<file path="config.mk">
export PLATFORM = sky130hd
export DESIGN_NAME = bcd_div_checker_stream
export DESIGN_NICKNAME = d
export VERILOG_FILES = /design/src/rtl/bcd_div_pkg.sv /design/src/rtl/bcd_mod_accum.sv /design/src/rtl/bcd_div_checker_stream.sv
export SDC_FILE = /design/constraint.sdc
export NUM_CORES = 1
export LEC_CHECK = 0
export BUFFER_PORTS_ARGS = -buffer_cell sky130_fd_sc_hd__buf_2
export CAP_MARGIN = 20
export CELL_PAD_IN_SITES_DETAIL_PLACEMENT = 0
export CELL_PAD_IN_SITES_GLOBAL_PLACEMENT = 1
export CORE_ASPECT_RATIO = 2
export CORE_MARGIN = 8
export CORE_UTILIZATION = 47
export CTS_CLUSTER_DIAMETER = 60
export DETAILED_ROUTE_END_ITERATION = 10
export PLACE_DENSITY = 0.91
export SYNTH_ARGS = -nofsm -noshare
export SYNTH_HDL_FRONTEND = slang
export SYNTH_SLANG_ARGS = --single-unit
</file>
<file path="constraint.sdc">
create_clock -name clk -period 6.9 [get_ports clk]
set_input_delay 1.035 -clock clk [delete_from_list [all_inputs] [get_ports clk]]
set_output_delay 1.035 -clock clk [all_outputs]
set_load 0.02 [all_outputs]
</file>
<file path="src/rtl/bcd_div_pkg.sv">
// Shared types and helpers for the streaming BCD divisibility checker.
// The optional divisible-by-7 output is enabled with BCD_DIV_CHECK_DIV7_EN.
package bcd_div_pkg;

    typedef enum logic [1:0] {
        IDLE  = 2'd0,
        ACCUM = 2'd1,
        DONE  = 2'd2
    } stateT;

    localparam int MOD3  = 3;
    localparam int MOD11 = 11;
    localparam int MOD7  = 7;

    // Weight of the previous remainder per new digit: 10 mod 3 = 1, 10 mod 11 = 10 (i.e. -1), 10 mod 7 = 3
    localparam int MULT3  = 1;
    localparam int MULT11 = 10;
    localparam int MULT7  = 3;

    function automatic logic bcd_is_valid(input logic [3:0] digit);
        return (digit <= 4'd9);
    endfunction

endpackage

</file>
<file path="src/rtl/bcd_mod_accum.sv">
// Running remainder of a decimal number modulo MOD, folding in one digit per enable.
// remNext exposes the post-fold value so the caller can register a verdict on the same edge.
module bcd_mod_accum #(
    parameter int MOD  = 3,
    parameter int MULT = 1,
    localparam int W   = $clog2(MOD)
) (
    input  logic         clk,
    input  logic         rst_n,
    input  logic         clr,
    input  logic         en,
    input  logic [3:0]   digit,
    output logic [W-1:0] rem,
    output logic [W-1:0] remNext
);

    // Worst case is MULT=10, rem=10, digit=15 -> 115, which fits in 8 bits
    logic [7:0] sum;

    assign sum     = 8'(MULT) * 8'(rem) + 8'(digit);
    assign remNext = W'(sum % 8'(MOD));

    always_ff @(posedge clk or negedge rst_n) begin
        if (!rst_n) begin
            rem <= '0;
        end else if (clr) begin
            rem <= '0;
        end else if (en) begin
            rem <= remNext;
        end
    end

endmodule

</file>
<file path="src/rtl/bcd_div_checker_stream.sv">
// Streaming BCD divisibility checker: one digit per cycle, MSD first, reports div3/div11.
// Define BCD_DIV_CHECK_DIV7_EN to add a div7 output that also feeds result.
module bcd_div_checker_stream
    import bcd_div_pkg::*;
#(
    parameter int  MAX_DIGITS = 4,
    localparam int CNT_W      = $clog2(MAX_DIGITS + 1)
) (
    input  logic             clk,
    input  logic             rst_n,
    input  logic             digit_valid,
    output logic             digit_ready,
    input  logic [3:0]       digit,
    input  logic             digit_last,
    output logic             res_valid,
    input  logic             res_ready,
    output logic             div3,
    output logic             div11,
    output logic             result,
    output logic             bad_digit,
    output logic [CNT_W-1:0] digit_count
`ifdef BCD_DIV_CHECK_DIV7_EN
    ,
    output logic             div7
`endif
);

    stateT            stateReg, stateNext;
    logic [CNT_W-1:0] countReg, countNext, countInc;
    logic             badReg, badNext, badNow;
    logic             accept, lastHit, clrRem;

    logic             digitReadyNext, resValidNext;
    logic             div3Next, div11Next, resultNext, badDigitNext;
    logic [CNT_W-1:0] digitCountNext;
    logic             isDiv3, isDiv11, isAny;

    logic [1:0]       rem3, rem3Next;
    logic [3:0]       rem11, rem11Next;

    assign accept   = digit_valid & digit_ready;
    assign countInc = countReg + 1'b1;
    assign lastHit  = digit_last | (countInc == CNT_W'(MAX_DIGITS));
    assign badNow   = badReg | ~bcd_is_valid(digit);
    assign isDiv3   = (rem3Next == 2'd0) & ~badNow;
    assign isDiv11  = (rem11Next == 4'd0) & ~badNow;

    bcd_mod_accum #(.MOD(MOD3), .MULT(MULT3)) u_rem3 (
        .clk     (clk),
        .rst_n   (rst_n),
        .clr     (clrRem),
        .en      (accept),
        .digit   (digit),
        .rem     (rem3),
        .remNext (rem3Next)
    );

    bcd_mod_accum #(.MOD(MOD11), .MULT(MULT11)) u_rem11 (
        .clk     (clk),
        .rst_n   (rst_n),
        .clr     (clrRem),
        .en      (accept),
        .digit   (digit),
        .rem     (rem11),
        .remNext (rem11Next)
    );

`ifdef BCD_DIV_CHECK_DIV7_EN
    logic [2:0] rem7, rem7Next;
    logic       isDiv7, div7Next;

    bcd_mod_accum #(.MOD(MOD7), .MULT(MULT7)) u_rem7 (
        .clk     (clk),
        .rst_n   (rst_n),
        .clr     (clrRem),
        .en      (accept),
        .digit   (digit),
        .rem     (rem7),
        .remNext (rem7Next)
    );

    assign isDiv7 = (rem7Next == 3'd0) & ~badNow;
    assign isAny  = isDiv3 | isDiv11 | isDiv7;
`else
    assign isAny  = isDiv3 | isDiv11;
`endif

    always_comb begin
        stateNext      = stateReg;
        countNext      = countReg;
        badNext        = badReg;
        clrRem         = 1'b0;
        digitReadyNext = digit_ready;
        resValidNext   = res_valid;
        div3Next       = div3;
        div11Next      = div11;
        resultNext     = result;
        badDigitNext   = bad_digit;
        digitCountNext = digit_count;
`ifdef BCD_DIV_CHECK_DIV7_EN
        div7Next       = div7;
`endif

        case (stateReg)
            IDLE, ACCUM: begin
                if (accept) begin
                    countNext = countInc;
                    badNext   = badNow;
                    if (lastHit) begin
                        // Verdict is taken from the post-fold remainders so it lands on this edge
                        stateNext      = DONE;
                        digitReadyNext = 1'b0;
                        resValidNext   = 1'b1;
                        div3Next       = isDiv3;
                        div11Next      = isDiv11;
                        resultNext     = isAny;
                        badDigitNext   = badNow;
                        digitCountNext = countInc;
`ifdef BCD_DIV_CHECK_DIV7_EN
                        div7Next       = isDiv7;
`endif
                    end else begin
                        stateNext = ACCUM;
                    end
                end
            end
            DONE: begin
                if (res_valid & res_ready) begin
                    stateNext      = IDLE;
                    resValidNext   = 1'b0;
                    digitReadyNext = 1'b1;
                    countNext      = '0;
                    badNext        = 1'b0;
                    clrRem         = 1'b1;
                end
            end
            default: begin
                stateNext = IDLE;
            end
        endcase
    end

    always_ff @(posedge clk or negedge rst_n) begin
        if (!rst_n) begin
            stateReg    <= IDLE;
            countReg    <= '0;
            badReg      <= 1'b0;
            digit_ready <= 1'b1;
            res_valid   <= 1'b0;
            div3        <= 1'b0;
            div11       <= 1'b0;
            result      <= 1'b0;
            bad_digit   <= 1'b0;
            digit_count <= '0;
        end else begin
            stateReg    <= stateNext;
            countReg    <= countNext;
            badReg      <= badNext;
            digit_ready <= digitReadyNext;
            res_valid   <= resValidNext;
            div3        <= div3Next;
            div11       <= div11Next;
            result      <= resultNext;
            bad_digit   <= badDigitNext;
            digit_count <= digitCountNext;
        end
    end

`ifdef BCD_DIV_CHECK_DIV7_EN
    always_ff @(posedge clk or negedge rst_n) begin
        if (!rst_n) begin
            div7 <= 1'b0;
        end else begin
            div7 <= div7Next;
        end
    end
`endif

endmodule
</file>
==> Implementation_results.wiki, run 1 <==
{| class="wikitable"
! Metric !! Value
|-
| Power per unit of standard cell area || 109 nW/um^2
|-
| Final number of max-transition violations || 0
|-
| Remaining global-route overflow || 0
|-
| Gate Count Post-Synth || 355
|-
| Most common library cell in the layout ignoring fill and taps || nor2_1
|-
| CTS clock-pin slew for the worst setup and hold paths || 0.06 ns
|-
| Resize count post-CTS || 0
|-
| Area of all sequential standard cells || 527 sq um
|-
| Antenna violations before repair || 0
|-
| Fin Setup TNS || 0 ns
|-
| I/O pin count || 18
|-
| Number of cells on the worst reg-to-reg path || 23
|-
| First-pass detailed-route iteration total || 5
|-
| RR Endpoint || result$_DFFE_PN0P_
|-
| Fmax || 156 MHz
|-
| Half-perimeter wire length of the detailed placement result || 5850 microns
|-
| CTS sink count || 21
|-
| Timing startpoint of the critical path || u_rem11.rem[3]$_DFFE_PN0P_
|-
| Die width || 70.9 microns
|-
| Total vias in the final route || 2878
|-
| IR Drop Worst-Case VDD || 0.151 mV
|-
| Class of the most critical setup path || flip-flop to flip-flop
|-
| Number of buffers added by the clock tree synthesis step || 3
|-
| Vias in the first global route || 2733
|-
| Area leader, netlist || dfrtp_1
|-
| Cells taking the most area after synthesis || dfrtp_1 18%, ha_1 6.6%, a21oi_1 5.1%
|-
| Area taken by multi-input logic gates || 2190 sq um
|-
| Portion of the post-synthesis area used by sequential elements || 18.6%
|-
| Post-detailed-placement cell area || 2930 sq um
|-
| Top_reg_cell synth || dfrtp_1
|-
| Post-synthesis sequential element count || 21
|-
| Largest fanout on the critical path || 19
|-
| Layout area overhead || 6.13%
|-
| RD Place Congestion || 0.958
|-
| Number of flops mapped to enable cells by yosys || 0
|-
| Tot GR Track Use || 17.1%
|-
| Area of the core region || 5910 sq um
|-
| Area of the die || 8930 sq um
|-
| Number of placement rows || 40
|-
| Number of warnings issued by yosys || 0
|-
| Final worst-path cycle share || 93.2%
|-
| CTS Hold Buffers Added || 0
|-
| End point of the critical path || result$_DFFE_PN0P_
|-
| CTS Root Cell || clkbuf_16
|-
| Fraction of post-synthesis cell area in the top cell type by area || 17.6%
|-
| Syn_area_per_cell || 7.99 sq um
|-
| Arrival time of the worst setup path || 6.62 ns
|-
| Minimum setup slack among reg-to-reg paths || 0.47 ns
|-
| Data required, critical path || 7.09 ns
|-
| Post-synthesis cell type count || 82
|-
| Outcome || finished, final reports clean
|-
| Number of nets with antenna violations after routing || 0
|-
| Number of violations of the max-capacitance limit || 0
|-
| Post-synthesis instance area || 2840 sq um
|-
| Slew at the pin with the worst max-slew slack || 0.852 ns
|-
| Final hold viol count || 0
|-
| Average wire per standard cell || 17.8 microns
|-
| Setup crit end kind || flip-flop
|-
| Buffers inserted by post-CTS timing repair || 0
|-
| Pin count of the biggest net entering global routing || 26
|-
| Number of buffers between clock root and the deepest sink || 2
|-
| Shortest clock period the worst path allows after layout || 6.43 ns
|-
| Later-pin clock latency in the skew report || 0.25 ns
|-
| Setup repair after global routing missed its margin || false
|-
| Post-Syn Nets || 382
|-
| TritonCTS clock tree || done
|-
| Antenna diode instance count || 0
|-
| Worst hold path class || flip-flop to flip-flop
|-
| Number of vias per cell || 6.77
|-
| Fraction of layout instances using a drive strength above 1 || 16.0%
|-
| Final Routed Wirelength || 7580 microns
|-
| Final worst clock skew || 0.00218 ns
|-
| Leakage power || 1.31 nW
|-
| Area of all placed cells without fillers || 3010 sq um
|-
| # nets final || 390
|-
| H-Tree Depth || 1
|-
| Initial Util || 48.0%
|-
| Number of fill cells || 573
|-
| Sort of element at the start of the critical path || flip-flop
|-
| Die Height || 126 microns
|-
| Detailed-route DRC error count || 0
|-
| Detailed Route Iter0 Violations || 271
|-
| Wire length of the first global-routing pass || 13100 microns
|-
| Reg-to-reg critical path startpoint || u_rem11.rem[3]$_DFFE_PN0P_
|-
| Ys async rst share || 100%
|-
| Most frequent cells in the layout || 32 x nor2_1, 30 x nand2_1, 29 x a21oi_1
|-
| Max-slew headroom at the worst pin || 43.1%
|-
| Count of port buffers added during placement || 17
|-
| Endpoints failing setup || 0
|}
logic make-up (layout without fill, tap and decap cells):
logic type | count (synthesis) | after routing | share of synthesized area [%]
XOR/XNOR | 9 | 9 | 3.31
AO/OA/AOI/OAI | 139 | 139 | 38.1
buffers and inverters | 26 | 33 | 4.15
adder cells (fa/ha/maj) | 19 | 19 | 9.09
multiplexers | 6 | 6 | 2.25
AND/OR/NAND/NOR | 135 | 135 | 24.6
flip-flops | 21 | 21 | 18.6
sequential cells by signal, summed over array words and instances, names as in the netlist:
name,count
u_rem11.rem,4
countReg,3
digit_count,3
stateReg,2
u_rem3.rem,2
badReg,1
bad_digit,1
digit_ready,1
div11,1
div3,1
res_valid,1
result,1
how the worst min path moves through the flow:
stage | startpoint | to | depth (start not counted)
final | div3$_DFFE_PN0P_ | div3$_DFFE_PN0P_ | 1
after global placement | div3$_DFFE_PN0P_ | div3$_DFFE_PN0P_ | 1
after CTS | div11$_DFFE_PN0P_ | div11$_DFFE_PN0P_ | 1
after detailed placement | div11$_DFFE_PN0P_ | div11$_DFFE_PN0P_ | 1
after floorplan | countReg[2]$_DFFE_PN0P_ | countReg[2]$_DFFE_PN0P_ | 1
after global routing | div3$_DFFE_PN0P_ | div3$_DFFE_PN0P_ | 1
layer usage:
layer	track usage, %	wire length (microns)
met5	0	0
met4	3.83	104
met3	1.75	284
met2	28.8	3810
met1	22.4	3380
power breakdown:
| group | switching (mW) | total (mW) | internal (mW) |
|---|---|---|---|
| sequential | 0 | 0.123 | 0.123 |
| clock | 0.0409 | 0.119 | 0.0785 |
| combinational | 0.0546 | 0.0868 | 0.0323 |
| total | 0.0955 | 0.330 | 0.234 |
per-stage QoR:
stage | cells | hold WS (ns) | worst slack (ns) | util [%] | power, mW
2_1_floorplan | 355 | 0.470 | 1.49 | - | 0.190
5_1_grt | 425 | 0.480 | 0.0356 | 51.0 | 0.347
3_3_place_gp | 421 | 0.458 | 0.764 | 49.6 | 0.209
4_1_cts | 425 | 0.473 | 0.610 | 51.0 | 0.331
6_report | 425 | 0.469 | 0.471 | 51.0 | 0.330
3_5_place_dp | 421 | 0.460 | 0.619 | 49.6 | 0.210
cell type report:
| class | count | share of cell area [%] |
|---|---|---|
| multi-input cells | 308 | 72.8 |
| flip-flops and latches | 21 | 17.5 |
| repair buffers | 18 | 3.08 |
| clock buffers | 4 | 2.62 |
| well taps | 63 | 2.62 |
| inverters | 11 | 1.37 |
cell usage after synthesis (4+ instances only):
cell	n
dfrtp_1	20
inv_2	4
a211oi_1	6
a21o_1	9
nand2b_1	5
a21oi_1	29
ha_1	15
buf_4	4
nand2_1	30
a211o_1	5
o2111ai_1	4
o21a_1	4
xnor2_1	4
o211ai_1	12
inv_1	7
nand4_1	10
nor3_1	14
o21ai_0	16
clkbuf_1	6
buf_2	4
nor2_1	32
nand3_1	11
worst max-delay path, stage by stage, from the launching register on:
cell      delay (ns)
dfrtp_1         0.59
ha_1            0.32
ha_1            0.24
fa_1            0.98
inv_2           0.26
nor3_1          0.30
a31oi_1         0.16
o221ai_1        0.31
a21boi_1        0.54
nand2_1         0.14
and3_1          0.24
and2_1          0.17
inv_1           0.06
ha_1            0.19
inv_1           0.10
nand4_1         0.11
nor2_1          0.05
o31ai_1         0.33
inv_1           0.12
ha_1            0.31
nor3b_1         0.24
o221ai_1        0.17
a221oi_2        0.30
a211o_1         0.13
(Power assumes the default switching activity.)
==> run 2: changes to the inputs <==
--- a/config.mk
+++ b/config.mk
@@ -15,6 +15,7 @@
 export CTS_CLUSTER_DIAMETER = 60
 export DETAILED_ROUTE_END_ITERATION = 10
 export PLACE_DENSITY = 0.91
+export SKIP_LAST_GASP = 1
 export SYNTH_ARGS = -nofsm -noshare
 export SYNTH_HDL_FRONTEND = slang
 export SYNTH_SLANG_ARGS = --single-unit
==> constraint.sdc (replaced) <==
create_clock -name clk -period 6 [get_ports clk]
set_input_delay 0.9 -clock clk [delete_from_list [all_inputs] [get_ports clk]]
set_output_delay 0.9 -clock clk [all_outputs]
set_load 0.02 [all_outputs]
==> Implementation_results.wiki, run 2 (synthesized netlist as in run 1, its figures left out) <==
{| class="wikitable"
! Metric !! Value
|-
| CTS clock-pin slew for the worst setup and hold paths || 0.06 ns (about the same)
|-
| Worst hold margin || 0.478 ns (+0.00900 ns)
|-
| Leakage power || 1.38 nW (+5.0%)
|-
| Outcome || finished, final reports clean
|-
| Worst hold path depth || 1 (unchanged)
|-
| Final cell utilization of the core || 52.9% (+1.9 points)
|-
| Detailed-route DRC error count || 0 (unchanged)
|-
| Final worst clock skew || 0.00213 ns (-0.0000499 ns)
|-
| Final number of max-transition violations || 0 (unchanged)
|-
| Antenna diode instance count || 0 (unchanged)
|-
| Final hold viol count || 0 (unchanged)
|-
| Count of port buffers added during placement || 17 (unchanged)
|-
| Area of all placed cells without fillers || 3120 sq um (+3.7%)
|-
| Number of cells on the worst reg-to-reg path || 22 (-4.3%)
|-
| Average wire per standard cell || 17.7 microns (-0.48%)
|-
| Class of the most critical setup path || input port to flip-flop
|-
| Number of standard cells in the final layout excluding fillers || 439 (+3.3%)
|-
| Slew at the pin with the worst max-slew slack || 0.804 ns (-0.0480 ns)
|-
| Placed Instances || 435 (+3.3%)
|-
| Final Routed Wirelength || 7790 microns (+2.8%)
|-
| Most common library cell in the layout ignoring fill and taps || nor2_1
|-
| Setup repair after global routing missed its margin || false
|-
| Shortest clock period the worst path allows after layout || 5.68 ns
|-
| Number of violations of the max-capacitance limit || 0 (unchanged)
|-
| Tot GR Track Use || 17.6% (+0.51 points)
|-
| Post-detailed-placement cell area || 3040 sq um (+3.6%)
|-
| Fmax || 176 MHz
|-
| Initial Util || 48.0% (unchanged)
|-
| Final worst-path cycle share || 94.7%
|-
| Layout area overhead || 10.1%
|-
| # nets final || 404 (+3.6%)
|-
| Data required, critical path || 6.19 ns (-0.90 ns)
|-
| Die Height || 126 microns (unchanged)
|-
| Half-perimeter wire length of the detailed placement result || 6130 microns (+4.7%)
|-
| Fin Setup TNS || 0 ns (unchanged)
|-
| Endpoints failing setup || 0 (unchanged)
|-
| TritonCTS clock tree || done
|-
| First-pass detailed-route iteration total || 5 (unchanged)
|-
| Most frequent cells in the layout || 32 x nor2_1, 30 x nand2_1, 29 x a21oi_1
|-
| Flip-flop count of the largest register after layout || 4 (unchanged)
|-
| Vias in the first global route || 2834 (+3.7%)
|-
| Buffers inserted by post-CTS timing repair || 0 (unchanged)
|-
| Largest fanout on the critical path || 12 (-7)
|-
| CTS sink count || 21 (unchanged)
|-
| Power per unit of standard cell area || 124 nW/um^2 (+13%)
|-
| Final Total Pwr || 0.387 mW (+17%)
|-
| Setup crit end kind || flip-flop
|-
| Max-slew headroom at the worst pin || 46.3% (+3.2 points)
|-
| IR Drop Worst-Case VDD || 0.168 mV (+12%)
|-
| Area of the core region || 5910 sq um (unchanged)
|-
| Largest registers || u_rem11.rem (4), countReg (3), digit_count (3)
|-
| Area of the die || 8930 sq um (unchanged)
|-
| H-Tree Depth || 1 (unchanged)
|-
| Number of buffers added by the clock tree synthesis step || 3 (unchanged)
|-
| Detailed Route Iter0 Violations || 284 (+4.8%)
|-
| Worst hold path class || flip-flop to flip-flop
|-
| Number of vias per cell || 6.68 (-1.3%)
|-
| Pin count of the biggest net entering global routing || 22 (-15%)
|-
| Die width || 70.9 microns (unchanged)
|-
| CTS Root Cell || clkbuf_16
|-
| Setup WS pre-CTS || 0.0455 ns (-0.573 ns)
|-
| Arrival time of the worst setup path || 5.88 ns (-0.74 ns)
|-
| Number of nets with antenna violations after routing || 0 (unchanged)
|-
| Fraction of layout instances using a drive strength above 1 || 19.9% (+3.9 points)
|-
| Sort of element at the start of the critical path || input port
|-
| Remaining global-route overflow || 0 (unchanged)
|-
| Setup ws final || 0.316 ns (-0.155 ns)
|-
| Number of placement rows || 40 (unchanged)
|-
| Wire length of the first global-routing pass || 13400 microns (+1.7%)
|-
| Largest register by flop count || u_rem11.rem
|-
| Total vias in the final route || 2934 (+1.9%)
|-
| CTS Hold Buffers Added || 0 (unchanged)
|-
| Later-pin clock latency in the skew report || 0.25 ns (about the same)
|-
| Antenna violations before repair || 0 (unchanged)
|-
| Number of buffers between clock root and the deepest sink || 2 (unchanged)
|-
| RD Place Congestion || 0.990 (+3.4%)
|-
| I/O pin count || 18 (unchanged)
|}
## run 2: repair_timing
action / in CTS / in global routing
resized for setup: 0 / 2
endpoints found under the hold margin: 0 / 0
setup endpoints to repair: 0 / 3
## run 2: worst max-delay path, stage by stage
cell and delay [ns]:
buf_2 0.13, ha_1 0.28, fa_2 0.49, a21o_4 0.28, a221oi_1 0.35, a31oi_1 0.12
o221ai_1 0.38, a21bo_2 0.33, a32oi_1 0.25, o211a_1 0.22, and2_1 0.18, inv_1 0.05
ha_1 0.20, nor2_1 0.17, o211ai_1 0.12, o31ai_1 0.12, inv_1 0.12, ha_1 0.32
nor3b_1 0.23, o221ai_1 0.17, a221oi_2 0.30, a211o_1 0.14
## run 2: worst paths after layout
kind | start | endpoint | slack, ns
max in group asynchronous | rst_n | digit_ready$_DFFE_PN1P_ | 5.06
min reg2reg | div3$_DFFE_PN0P_ | div3$_DFFE_PN0P_ | 0.48
max reg2reg | u_rem11.rem[1]$_DFFE_PN0P_ | result$_DFFE_PN0P_ | 0.42
min in group asynchronous | rst_n | digit_count[2]$_DFFE_PN0P_ | 0.59
min | div3$_DFFE_PN0P_ | div3$_DFFE_PN0P_ | 0.48
max | digit[1] | result$_DFFE_PN0P_ | 0.32
## run 2: routing by layer
metal	wire, microns	vias to the layer above	GRT usage (%)
met2	3950	99	31.0
met1	3390	1387	21.4
met5	0	-	0
met3	340	12	2.38
li1	-	1436	-
met4	112	0	4.45
## run 2: area by class of cell
class | instances | area [sq um]
Clock buffer | 3 | 75.1
Multi-Input combinational cell | 308 | 2200
Clock inverter | 1 | 5.00
Inverter | 11 | 41.3
Tap cell | 63 | 78.8
Timing Repair Buffer | 32 | 198
Sequential cell | 21 | 527
Fill cell | 572 | 2780
## run 2: report_power, final
| part | leakage [nW] | internal, mW | switching [mW] |
|---|---|---|---|
| Clock | 0.0409 | 0.0894 | 0.0501 |
| Sequential | 0.285 | 0.142 | 0 |
| Combinational | 1.05 | 0.0406 | 0.0649 |
| Total | 1.38 | 0.272 | 0.115 |
